===== config.mk =====
export PLATFORM = sky130hd
export DESIGN_NAME = food_spawner_flat
export DESIGN_NICKNAME = d
export VERILOG_FILES = /design/src/rtl/food_spawner_if.sv /design/src/rtl/food_spawner.sv /design/src/flat_wrapper.sv
export SDC_FILE = /design/constraint.sdc
export NUM_CORES = 1
export LEC_CHECK = 0
export ABC_AREA = 1
export CAP_MARGIN = 20
export CORE_MARGIN = 1.5
export CORE_UTILIZATION = 62
export CTS_BUF_LIST = sky130_fd_sc_hd__clkbuf_4 sky130_fd_sc_hd__clkbuf_8
export DETAILED_ROUTE_END_ITERATION = 12
export PLACE_DENSITY_LB_ADDON = 0.1
export SLEW_MARGIN = 20
export SYNTH_ARGS = -nofsm -noshare
export SYNTH_HDL_FRONTEND = slang
export SYNTH_SLANG_ARGS = --single-unit

===== constraint.sdc =====
create_clock -name clk_i -period 1.8 [get_ports clk_i]
set_input_delay 0.18 -clock clk_i [delete_from_list [all_inputs] [get_ports clk_i]]
set_output_delay 0.18 -clock clk_i [all_outputs]
set_load 0.02 [all_outputs]

===== src/rtl/food_spawner_if.sv =====
// food_spawner_if: head/eat/plot signals between snake logic, food spawner and plot arbiter.
interface food_spawner_if #(
  parameter int NUM_FOOD = 4,
  parameter int X_W      = 8,
  parameter int Y_W      = 7
);
  logic [X_W-1:0]      head_x;
  logic [Y_W-1:0]      head_y;
  logic                head_valid;
  logic                eaten;
  logic [2:0]          eaten_idx;
  logic                plot_req;
  logic [X_W-1:0]      plot_x;
  logic [Y_W-1:0]      plot_y;
  logic                plot_ack;
  logic [NUM_FOOD-1:0] food_live;
  logic                busy;
  modport master (
    input  head_x, head_y, head_valid, plot_ack,
    output eaten, eaten_idx, plot_req, plot_x, plot_y, food_live, busy
  );
  modport slave (
    output head_x, head_y, head_valid, plot_ack,
    input  eaten, eaten_idx, plot_req, plot_x, plot_y, food_live, busy
  );
endinterface


===== src/rtl/food_spawner.sv =====
// food_spawner: keeps NUM_FOOD food items alive at LFSR-random positions clear of the head
// and of each other, reports eats and requests one-pixel plots for new items.
module food_spawner #(
  parameter int NUM_FOOD = 4,
  parameter int X_W      = 8,
  parameter int Y_W      = 7,
  parameter int X_MAX    = 159,
  parameter int Y_MAX    = 119,
  parameter int LFSR_W   = 16,
  parameter logic [LFSR_W-1:0] SEED = 16'hACE1
) (
  input logic clk_i,
  input logic rst_i,
  food_spawner_if.master bus
);
  localparam int IW = NUM_FOOD > 1 ? $clog2(NUM_FOOD) : 1;
  localparam logic [2:0] FILL_SCAN = 3'd0, GEN = 3'd1, CHECK = 3'd2, PLOT = 3'd3, IDLE = 3'd4;
  localparam logic [63:0] TAP_TAB = LFSR_W == 4  ? 64'hC :
                                    LFSR_W == 8  ? 64'hB8 :
                                    LFSR_W == 15 ? 64'h6000 :
                                    LFSR_W == 16 ? 64'hB400 :
                                    LFSR_W == 24 ? 64'hE10000 : (64'hB400 << LFSR_W) >> 16;
  localparam logic [LFSR_W-1:0] TAPS  = TAP_TAB[LFSR_W-1:0];
  localparam logic [LFSR_W-1:0] SEED0 = SEED == '0 ? LFSR_W'(1) : SEED;
  localparam logic [X_W-1:0]    XM    = X_W'(X_MAX);
  localparam logic [Y_W-1:0]    YM    = Y_W'(Y_MAX);

  logic [2:0]          state_q, state_d;
  logic [LFSR_W-1:0]   lfsr_q, lfsr_d;
  logic [IW-1:0]       slot_q, slot_d;
  logic [X_W-1:0]      cand_x_q, cand_x_d, pend_x_q, pend_x_d, plot_x_q, plot_x_d;
  logic [Y_W-1:0]      cand_y_q, cand_y_d, pend_y_q, pend_y_d, plot_y_q, plot_y_d;
  logic [X_W-1:0]      fx_q [NUM_FOOD];
  logic [X_W-1:0]      fx_d [NUM_FOOD];
  logic [Y_W-1:0]      fy_q [NUM_FOOD];
  logic [Y_W-1:0]      fy_d [NUM_FOOD];
  logic [NUM_FOOD-1:0] live_q, live_d;
  logic                eaten_q, eaten_d, plot_req_q, plot_req_d, pend_q, pend_d;
  logic [2:0]          eidx_q, eidx_d;
  logic                free_any, hit_any, cand_hit, reject;
  logic [IW-1:0]       free_idx, hit_idx;

  // Descending scan so the lowest matching index is the one left standing.
  always_comb begin
    free_any = 1'b0;
    free_idx = '0;
    hit_any  = 1'b0;
    hit_idx  = '0;
    cand_hit = 1'b0;
    for (int i = NUM_FOOD - 1; i >= 0; i--) begin
      if (!live_q[i]) begin
        free_any = 1'b1;
        free_idx = IW'(i);
      end
      if (live_q[i] && fx_q[i] == pend_x_q && fy_q[i] == pend_y_q) begin
        hit_any = 1'b1;
        hit_idx = IW'(i);
      end
      if (live_q[i] && fx_q[i] == cand_x_q && fy_q[i] == cand_y_q) cand_hit = 1'b1;
    end
  end

  assign reject = cand_x_q > XM || cand_y_q > YM || cand_hit ||
                  (cand_x_q == bus.head_x && cand_y_q == bus.head_y);

  always_comb begin
    state_d    = state_q;
    lfsr_d     = lfsr_q[0] ? (lfsr_q >> 1) ^ TAPS : lfsr_q >> 1;
    slot_d     = slot_q;
    cand_x_d   = cand_x_q;
    cand_y_d   = cand_y_q;
    fx_d       = fx_q;
    fy_d       = fy_q;
    live_d     = live_q;
    eaten_d    = 1'b0;
    eidx_d     = eidx_q;
    plot_req_d = plot_req_q;
    plot_x_d   = plot_x_q;
    plot_y_d   = plot_y_q;
    // Every move lands in the pending slot; IDLE consumes it one cycle later.
    pend_d     = bus.head_valid ? 1'b1 : (state_q == IDLE ? 1'b0 : pend_q);
    pend_x_d   = bus.head_valid ? bus.head_x : pend_x_q;
    pend_y_d   = bus.head_valid ? bus.head_y : pend_y_q;
    case (state_q)
      FILL_SCAN: begin
        slot_d  = free_idx;
        state_d = free_any ? GEN : IDLE;
      end
      GEN: begin
        cand_x_d = lfsr_q[X_W-1:0];
        cand_y_d = lfsr_q[X_W+Y_W-1:X_W];
        state_d  = CHECK;
      end
      CHECK: begin
        state_d = reject ? GEN : PLOT;
        if (!reject) begin
          fx_d[slot_q]   = cand_x_q;
          fy_d[slot_q]   = cand_y_q;
          live_d[slot_q] = 1'b1;
          plot_req_d     = 1'b1;
          plot_x_d       = cand_x_q;
          plot_y_d       = cand_y_q;
        end
      end
      PLOT: begin
        plot_req_d = bus.plot_ack ? 1'b0 : plot_req_q;
        state_d    = bus.plot_ack ? FILL_SCAN : PLOT;
      end
      IDLE: begin
        if (pend_q && hit_any) begin
          eaten_d         = 1'b1;
          eidx_d          = 3'(hit_idx);
          live_d[hit_idx] = 1'b0;
          state_d         = FILL_SCAN;
        end
      end
      default: state_d = FILL_SCAN;
    endcase
  end

  always_ff @(posedge clk_i) begin
    if (rst_i) begin
      state_q    <= FILL_SCAN;
      lfsr_q     <= SEED0;
      slot_q     <= '0;
      cand_x_q   <= '0;
      cand_y_q   <= '0;
      for (int i = 0; i < NUM_FOOD; i++) begin
        fx_q[i] <= '0;
        fy_q[i] <= '0;
      end
      live_q     <= '0;
      eaten_q    <= 1'b0;
      eidx_q     <= '0;
      plot_req_q <= 1'b0;
      plot_x_q   <= '0;
      plot_y_q   <= '0;
      pend_q     <= 1'b0;
      pend_x_q   <= '0;
      pend_y_q   <= '0;
    end else begin
      state_q    <= state_d;
      lfsr_q     <= lfsr_d;
      slot_q     <= slot_d;
      cand_x_q   <= cand_x_d;
      cand_y_q   <= cand_y_d;
      fx_q       <= fx_d;
      fy_q       <= fy_d;
      live_q     <= live_d;
      eaten_q    <= eaten_d;
      eidx_q     <= eidx_d;
      plot_req_q <= plot_req_d;
      plot_x_q   <= plot_x_d;
      plot_y_q   <= plot_y_d;
      pend_q     <= pend_d;
      pend_x_q   <= pend_x_d;
      pend_y_q   <= pend_y_d;
    end
  end

  assign bus.eaten     = eaten_q;
  assign bus.eaten_idx = eidx_q;
  assign bus.plot_req  = plot_req_q;
  assign bus.plot_x    = plot_x_q;
  assign bus.plot_y    = plot_y_q;
  assign bus.food_live = live_q;
  assign bus.busy      = state_q != IDLE;
endmodule


===== src/flat_wrapper.sv =====
// flat-port wrapper written by rule: the top's interface ports become plain ports
module food_spawner_flat 
#(
  parameter int NUM_FOOD = 4,
  parameter int X_W      = 8,
  parameter int Y_W      = 7,
  parameter int X_MAX    = 159,
  parameter int Y_MAX    = 119,
  parameter int LFSR_W   = 16,
  parameter logic [LFSR_W-1:0] SEED = 16'hACE1
)
  (clk_i, rst_i, bus_head_x, bus_head_y, bus_head_valid, bus_plot_ack, bus_eaten, bus_eaten_idx, bus_plot_req, bus_plot_x, bus_plot_y, bus_food_live, bus_busy);
  food_spawner_if #(.NUM_FOOD(NUM_FOOD), .X_W(X_W), .Y_W(Y_W)) bus_i ();
  input logic clk_i;
  input logic rst_i;
  input wire logic [$bits(bus_i.head_x)-1:0] bus_head_x;
  input wire logic [$bits(bus_i.head_y)-1:0] bus_head_y;
  input wire logic [$bits(bus_i.head_valid)-1:0] bus_head_valid;
  input wire logic [$bits(bus_i.plot_ack)-1:0] bus_plot_ack;
  output wire logic [$bits(bus_i.eaten)-1:0] bus_eaten;
  output wire logic [$bits(bus_i.eaten_idx)-1:0] bus_eaten_idx;
  output wire logic [$bits(bus_i.plot_req)-1:0] bus_plot_req;
  output wire logic [$bits(bus_i.plot_x)-1:0] bus_plot_x;
  output wire logic [$bits(bus_i.plot_y)-1:0] bus_plot_y;
  output wire logic [$bits(bus_i.food_live)-1:0] bus_food_live;
  output wire logic [$bits(bus_i.busy)-1:0] bus_busy;
  assign bus_i.head_x = bus_head_x;
  assign bus_i.head_y = bus_head_y;
  assign bus_i.head_valid = bus_head_valid;
  assign bus_i.plot_ack = bus_plot_ack;
  assign bus_eaten = bus_i.eaten;
  assign bus_eaten_idx = bus_i.eaten_idx;
  assign bus_plot_req = bus_i.plot_req;
  assign bus_plot_x = bus_i.plot_x;
  assign bus_plot_y = bus_i.plot_y;
  assign bus_food_live = bus_i.food_live;
  assign bus_busy = bus_i.busy;
  food_spawner #(.NUM_FOOD(NUM_FOOD), .X_W(X_W), .Y_W(Y_W), .X_MAX(X_MAX), .Y_MAX(Y_MAX), .LFSR_W(LFSR_W), .SEED(SEED)) u_core (.clk_i(clk_i), .rst_i(rst_i), .bus(bus_i));
endmodule

==> results by group, run 1 <==
Floorplanning
  – Starting Density: 64.0%
  – Row cnt: 39
  – Chip Width: 112 um
  – I/O pins: 44
  – Die Y: 112 um

Global route
  – GRT Resource Usage Total: 68.6%
  – Global-route wire length before repair: 65,600 um
  – Grt ovf: 1
  – Vias in the first global route: 11,300
  – Pin count of the biggest net entering global routing: 60

Synthesis
  – Syn Inst Count: 1,183
  – Avg Synthesized Cell Area: 6.20 um2
  – Seq/Total Area, Yosys: 36.8%
  – Yosys Warn Count: 0
  – Post-Syn Area: 7340 um2
  – #FFs+latches synth: 135
  – Syn_nets: 1,202
  – Yosys cell types: 29

Clock tree
  – H-tree lvl count: 4
  – Sink Count: 135
  – Clk root buf: clkbuf_8
  – TritonCTS Buffers: 17
  – Longest Clk Path Bufs: 2

Placed design
  – Setup WS pre-CTS: -0.357 ns
  – IO Port Bufs: 42
  – Final GP Congestion: 1.04
  – Detailed placement HPWL: 21,200 um
  – Cell Area, Placed: 9200 um2

Outcome
  – Outcome: aborted with a tool error
  – Err: [ERROR GRT-0116] Global routing finished with congestion. Check the congestion regions in the DRC Viewer.
  – Failed at: global routing (5_1_grt)
-- what timing repair did --
action,in CTS
hold buffers,0
setup buffers,26
pin swaps,32
setup endpoints to repair,89
resized for setup,224
gates cloned,9
-- cells by family after synthesis --
family	count (synthesis)	synth area share, %
DFF	135	36.8
and+or+nand+nor	647	35.3
buffers and inverters	203	12.7
xor gates and xnor gates	25	2.98
AOI/OAI and AO/OA	172	12.1
other	1	0.0511
-- Yosys cell counts, drive strengths merged --
cell type    n  area share [%]
a21oi       47             3.4
a31oi        3            0.26
buf         34             4.1
clkbuf      17            0.87
conb         1           0.051
dfxtp      135              37
inv        152             7.8
nand2      368              20
nand3       20             1.7
nand4        2            0.17
nor2       239              12
nor3        12            0.82
nor3b        1            0.17
o21ai      110             7.5
o22ai       12             1.0
or2          5            0.43
xnor2       13             1.6
xor2        12             1.4
-- metal layers --
| layer | GRT usage (%) | GRT overflow |
|---|---|---|
| met1 | 71.8 | 0 |
| met2 | 90.1 | 0 |
| met3 | 46.3 | 0 |
| met4 | 63.9 | 1 |
| met5 | 8.24 | 0 |
-- per-stage QoR --
stage	instances	setup TNS (ns)
floorplan	1183	0
global placement	1512	-16.86
detailed placement	1512	-21.18
CTS	1579	-12.57
==> run 2, diff against run 1 <==
Settings changed: CORE_UTILIZATION 62 to 40, CTS_BUF_LIST sky130_fd_sc_hd__clkbuf_4 sky130_fd_sc_hd__clkbuf_8 to not set, PLACE_DENSITY_LB_ADDON 0.1 to 0.15.
==> results by group, run 2 <==
Setup path
  – Slowest CP cell: dfxtp_2
  – CP Buf/Inv Count: 4
  – WS Path Type: reg2reg
  – CP max FO: 5
  – CP startpoint kind: flop
  – CP Capture Type: flop
  – CP cell instances: buf_6 -> buf_6 -> xnor2_4 -> nand4_1 -> nor2_2 -> nand2_1 -> nand2_2 -> nor2_4 -> nand3_4 -> buf_6 -> buf_12 -> o21ai_2 -> nor2_1
  – Worst path max stage delay: 0.34 ns
  – Top cell by count, worst path: buf_6
  – Critical path required time: 2.13 ns
  – Critical Path Stages: 13
  – Top cell family by delay on the critical path: simple AND/OR/NAND/NOR gates
  – Crit path arrival time: 2.43 ns
  – Worst reg-to-reg path cell count: 13

Finish
  – Most frequent cells in the layout: 314 x nand2_1, 214 x nor2_1, 176 x buf_4, 130 x inv_1, 115 x dfxtp_1
  – Top flop regs: u_core.fx_q (32), u_core.fy_q (28), u_core.lfsr_q (16)
  – Most common cell after layout, fill and taps aside: nand2_1
  – Layout cells sized above 1: 28.9%
  – P&R area growth vs syn: 45.3%
  – Top reg by flops: u_core.fx_q
  – Final Non-Filler Cells: 1,646
  – Layout fillers: 1,720
  – Antenna diodes: 0
  – Cell area after layout: 10,700 um2
  – Max reg flops: 32
  – Nets: 1,423
  – Layout Utilization: 59.4%

Worst hold path
  – Hold Path Cell Cnt: 2
  – Worst Hold Class: reg2reg

Drt
  – Avg WL per Cell: 17.3 um
  – Vias post-DR: 8,209
  – Drc violations: 0
  – Detailed Route WL: 28,500 um
  – Drt via density: 4.99
  – Drt pass-1 iters: 6
  – Initial DRC count: 737
  – Antenna viol nets, final: 0

Synthesis
  – Synth Area in XOR/XNOR: 2.98% (unchanged)
  – #FFs+latches synth: 135 (unchanged)
  – Simple logic cell fraction of the synthesized area: 35.3% (unchanged)
  – Post-synthesis mux area share: 0% (unchanged)
  – Seq/Total Area, Yosys: 36.8% (unchanged)
  – Area share of the largest cell type after synthesis: 36.8% (unchanged)
  – Syn Inst Count: 1,183 (unchanged)
  – Yosys Warn Count: 0 (unchanged)
  – Most common library cells after synthesis: 346 x nand2_1, 237 x nor2_1, 144 x inv_1
  – Top FF cell, synth: dfxtp_1
  – Synth top area cells: dfxtp_1 37%, nand2_1 18%, nor2_1 12%
  – Yosys cell types: 29 (unchanged)
  – Post-Syn Area: 7340 um2 (unchanged)
  – Adder-cell share of the synthesized area: 0% (unchanged)
  – Avg Synthesized Cell Area: 6.20 um2 (unchanged)
  – Asr flop ratio synth: 0% (unchanged)
  – Synth area leader: dfxtp_1
  – Compound-cell area share of the yosys netlist: 12.1% (unchanged)
  – Syn_nets: 1,202 (unchanged)
  – Post-synth EDFFs: 0 (unchanged)
  – Largest family of logic cells by synthesized area: simple AND/OR/NAND/NOR gates
  – Top-count cell post-synth: nand2_1

Clock tree
  – Worst-Skew Late Latency: 0.44 ns
  – Longest Clk Path Bufs: 2 (unchanged)
  – Sink Count: 135 (unchanged)
  – H-tree lvl count: 4 (unchanged)
  – TritonCTS Buffers: 17 (unchanged)
  – CTS clk-pin slew, worst paths: 0.06 ns
  – Clk root buf: clkbuf_16
  – Hold_buf cts: 0 (unchanged)
  – CTS tree: done

Timing
  – Setup violators final: 84
  – Tcrit/Tclk final: 117%
  – Hold slack: 0.404 ns
  – Worst-margin pin slew: 0.621 ns
  – Max Clock Freq: 0.475 GHz
  – Unrepaired setup endpoints after global routing: yes
  – Final Skew: 0.00827 ns
  – Fin Setup TNS: -17.82 ns
  – Slew Viols, Final: 0
  – Fin. Hold Viols: 0
  – Slew headroom: 58.3%
  – Min Clock Period, post-route: 2.10 ns
  – Final setup margin: -0.305 ns

Global route
  – Pin count of the biggest net entering global routing: 67
  – Initial antenna violation count: 0
  – Global-route wire length before repair: 44,000 um
  – Grt ovf: 0
  – Vias in the first global route: 7,600
  – GRT Resource Usage Total: 30.2%

Floorplanning
  – Die Y: 138 um (+24%)
  – Core Box Area: 18,000 um2
  – I/O pins: 44 (unchanged)
  – Row cnt: 49 (+26%)
  – Chip Width: 138 um (+24%)
  – Starting Density: 40.9% (-23 points)
  – Area of the die: 19,200 um2

Run
  – Max_cap viols: 0

Power and ir drop
  – Pwr per Cell Area: 1090 nW/um2
  – Total power: 11.6 mW
  – Lkg Pwr: 5.16 nW
  – VDD IR-drop max: 0.878 mV

Outcome
  – Outcome: finished, violations left
  – Failing checks: setup timing

Placed design
  – IO Port Bufs: 42 (unchanged)
  – Placed instance count: 1,598 (+5.7%)
  – Detailed placement HPWL: 21,300 um (+0.72%)
  – Final GP Congestion: 0.999 (-4.0%)
  – Setup WS pre-CTS: -0.386 ns (-0.0290 ns)
  – Cell Area, Placed: 9340 um2 (+1.4%)
==> run 2: final cells by class <==
class / count / area, um2 / area share (%)
Clock buffer: 18 / 439 / 4.12
Clock inverter: 14 / 188 / 1.76
Inverter: 152 / 581 / 5.44
Multi-Input combinational cell: 846 / 4120 / 38.6
Sequential cell: 135 / 2740 / 25.7
Tap cell: 229 / 287 / 2.69
Timing Repair Buffer: 252 / 2310 / 21.7
==> run 2: what timing repair did <==
action | in CTS | in global routing
buffers inserted | 12 | 4
pin swaps | 20 | 7
setup endpoints to repair | 88 | 87
gates cloned | 4 | 0
endpoints found under the hold margin | 0 | 0
resized for setup | 132 | 53
==> run 2: cells by family (layout without fill, tap and decap cells) <==
group | count (synthesis) | count (layout)
flops | 135 | 135
compound gates | 172 | 172
xor+xnor | 25 | 25
simple gates | 647 | 648
other cells | 1 | 1
buf+inv | 203 | 436
==> run 2: worst reg2reg max path, cell delays in order (launching register included) <==
cell and delay [ns]:
dfxtp_2 0.34, buf_6 0.13, buf_6 0.12, xnor2_4 0.12, nand4_1 0.15, nor2_2 0.08
nand2_1 0.07, nand2_2 0.07, nor2_4 0.25, nand3_4 0.15, buf_6 0.16, buf_12 0.14
o21ai_2 0.13, nor2_1 0.07
==> run 2: where the power goes <==
group / switching, mW / total [mW] / internal, mW
logic: 2.34 / 4.16 / 1.81
registers: 0.296 / 3.63 / 3.33
clock network: 1.54 / 3.79 / 2.26
total: 4.17 / 11.6 / 7.40
==> run 2: layer usage <==
layer	share of wire (%)	up-vias	GRT usage (%)	wire length [um]
met5	0	-	0	0
li1	-	4059	-	-
met1	46	3748	43.4	13300
met4	3.3	0	11.2	944
met2	42	327	44.7	12100
met3	7.7	75	5.82	2200
==> run 2: worst paths after layout <==
| check | from | endpoint | slack, ns |
|---|---|---|---|
| setup reg to reg | u_core.cand_x_q[5] | u_core.fx_q[24] | -0.30 |
| setup / recovery | u_core.cand_x_q[5] | u_core.fx_q[24] | -0.30 |
| hold reg to reg | u_core.lfsr_q[15] | u_core.lfsr_q[14] | 0.40 |
| hold / removal | u_core.lfsr_q[15] | u_core.lfsr_q[14] | 0.40 |
Note: power is estimated with default switching activity, not from simulation.
==> run 3, diff against run 2 <==
Clock period 1.8 ns to 2.6 ns, I/O delays scaled along.
==> results by group, run 3 (same netlist as run 2, synthesis figures left out) <==
Power and ir drop
  – Register share of total power: 36.7% (+5.4 points)
  – Comb pwr share: 29.6% (-6.3 points)
  – VDD IR-drop max: 0.571 mV (-35%)
  – Psw: 2.60 mW (-38%)
  – Total power: 6.94 mW (-40%)
  – Sw frac: 37.4% (+1.4 points)
  – Internal power: 4.34 mW (-41%)
  – Clock power frac: 33.8% (+1.0 points)
  – Lkg Pwr: 4.10 nW (-20%)
  – Pwr per Cell Area: 809 nW/um2 (-25%)

Clock tree
  – H-tree lvl count: 4 (unchanged)
  – Hold_buf cts: 0 (unchanged)
  – Clk root buf: clkbuf_16
  – Worst-Skew Late Latency: 0.44 ns (about the same)
  – Setup bufs post-CTS: 0 (-12)
  – CTS tree: done
  – Sink Count: 135 (unchanged)
  – CTS clk-pin slew, worst paths: 0.06 ns (about the same)
  – Longest Clk Path Bufs: 2 (unchanged)
  – TritonCTS Buffers: 17 (unchanged)

Drt
  – Vias post-DR: 7,502 (-8.6%)
  – Detailed Route WL: 26,800 um (-6.1%)
  – Antenna viol nets, final: 0 (unchanged)
  – Avg WL per Cell: 18.3 um (+5.3%)
  – Drt via density: 5.11 (+2.5%)
  – Initial DRC count: 843 (+14%)
  – Drt pass-1 iters: 5 (-1)
  – Drc violations: 0 (unchanged)

Setup path
  – Crit path launch: u_core.cand_y_q[1]
  – Crit path arrival time: 2.59 ns (+0.16 ns)
  – Slowest CP cell: dfxtp_1
  – Critical path required time: 2.91 ns (+0.78 ns)
  – CP startpoint kind: flop
  – Worst path max stage delay: 0.44 ns (+0.10 ns)
  – R2R Setup Slk: 0.33 ns (+0.63 ns)
  – Critical R2R Launch: u_core.cand_y_q[1]
  – CP max FO: 22 (+17)
  – Worst reg-to-reg path cell count: 12 (-1)
  – Top cell by count, worst path: nand2_1
  – Crit path to: u_core.bus.plot_req
  – CP cell instances: buf_4 -> o21ai_0 -> a21oi_1 -> nand2_1 -> nor2_1 -> nand2_1 -> nand2_1 -> nor2_4 -> nand2_4 -> inv_2 -> nor2_1 -> nor3_1
  – Worst r2r dst: u_core.bus.plot_req
  – WS Path Type: reg2reg
  – CP Capture Type: flop

Timing
  – Tcrit/Tclk final: 87.4% (-30 points)
  – Max Clock Freq: 0.440 GHz (-7.4%)
  – Slew Viols, Final: 0 (unchanged)
  – Worst-margin pin slew: 0.568 ns (-0.0530 ns)
  – Unrepaired setup endpoints after global routing: no
  – Fin Setup TNS: 0 ns (+17.82 ns)
  – Fin. Hold Viols: 0 (unchanged)
  – Setup violators final: 0 (-100%)
  – Min Clock Period, post-route: 2.27 ns (+0.168 ns)
  – Slew headroom: 61.8% (+3.6 points)
  – Final Skew: 0.0147 ns (+0.00639 ns)

Outcome
  – Outcome: finished, final reports clean

Placed design
  – IO Port Bufs: 42 (unchanged)
  – Final GP Congestion: 1.00 (+0.41%)
  – Cell Area, Placed: 8010 um2 (-14%)
  – Placed instance count: 1,435 (-10%)
  – Detailed placement HPWL: 20,300 um (-5.0%)

Floorplanning
  – I/O pins: 44 (unchanged)
  – Die Y: 138 um (unchanged)
  – Core Box Area: 18,000 um2 (unchanged)
  – Area of the die: 19,200 um2 (unchanged)
  – Chip Width: 138 um (unchanged)
  – Row cnt: 49 (unchanged)
  – Starting Density: 40.9% (unchanged)

Worst hold path
  – Worst Hold Class: reg2reg

Finish
  – Antenna diodes: 0 (unchanged)
  – Most common cell after layout, fill and taps aside: nand2_1
  – Nets: 1,244 (-13%)
  – Layout cells sized above 1: 8.80% (-20 points)
  – Max reg flops: 32 (unchanged)
  – Layout Utilization: 47.7% (-12 points)
  – Final Non-Filler Cells: 1,467 (-11%)
  – P&R area growth vs syn: 16.8%
  – Most frequent cells in the layout: 346 x nand2_1, 237 x nor2_1, 143 x inv_1, 135 x dfxtp_1, 76 x o21ai_0
  – Cell area after layout: 8570 um2 (-20%)
  – Top reg by flops: u_core.fx_q
  – Top flop regs: u_core.fx_q (32), u_core.fy_q (28), u_core.lfsr_q (16)

Run
  – Max_cap viols: 0 (unchanged)

Global route
  – GRT Resource Usage Total: 28.8% (-1.4 points)
  – Pin count of the biggest net entering global routing: 56 (-16%)
  – Global-route wire length before repair: 41,800 um (-5.1%)
  – Grt ovf: 0 (unchanged)
  – Initial antenna violation count: 1 (+1)
  – Vias in the first global route: 6,980 (-8.2%)
run 3: worst min path at each step:
stage                      start                 to  cells after the start
5_1_grt         u_core.lfsr_q[9]   u_core.lfsr_q[8]                      2
6_report       u_core.lfsr_q[15]  u_core.lfsr_q[14]                      2
3_3_place_gp   u_core.lfsr_q[15]  u_core.lfsr_q[14]                      2
3_5_place_dp   u_core.lfsr_q[15]  u_core.lfsr_q[14]                      2
2_1_floorplan  u_core.lfsr_q[15]  u_core.lfsr_q[14]                      2
4_1_cts        u_core.lfsr_q[15]  u_core.lfsr_q[14]                      2
run 3: cell type report:
cell class,instances,area (um2)
Inverter,152,571
Clock buffer,18,429
Fill cell,1951,9390
Clock inverter,14,128
Tap cell,229,287
Sequential cell,135,2700
Timing Repair Buffer,74,748
Multi-Input combinational cell,845,3710
run 3: repair_timing:
item | in CTS | in global routing
gates resized for setup | 0 | 1
hold endpoints to repair | 0 | 0
endpoints found under the setup margin | 0 | 1
run 3: power groups by stage:
stage	combinational [mW]	sequential, mW	clock [mW]
final	2.05	2.54	2.34
after global routing	2.25	2.57	2.46
after CTS	2.03	2.53	2.36
after detailed placement	2.02	2.58	0
after global placement	2.01	2.58	0
after floorplan	1.28	2.55	0
run 3: critical path: cells and delay by family, from the launching register on:
kind,cells,cell delay (ns)
simple gates,8,0.83
compound gates,2,0.47
flops,1,0.44
buf+inv,2,0.39
run 3: layer usage:
metal	GRT usage [%]	wire length, um	up-vias	share of wire (%)
li1	-	-	3695	-
met1	40.8	12700	3462	47
met2	42.2	11300	296	42
met3	6.86	2080	47	7.8
met4	11.0	758	2	2.8
met5	0	12	-	0.045
run 3: metrics by stage:
step	hold WS (ns)	setup WS, ns
6_report	0.413	0.327
5_1_grt	0.432	0.156
4_1_cts	0.411	0.0946
3_5_place_dp	0.401	0.295
3_3_place_gp	0.395	0.354
2_1_floorplan	0.388	0.951
==> run 4, diff against run 3 <==
Settings changed: ABC_CLOCK_PERIOD_IN_PS set to 2600.
==> results of run 4 <==
No change in the layout: final DEF, timing and power equal those of run 3.
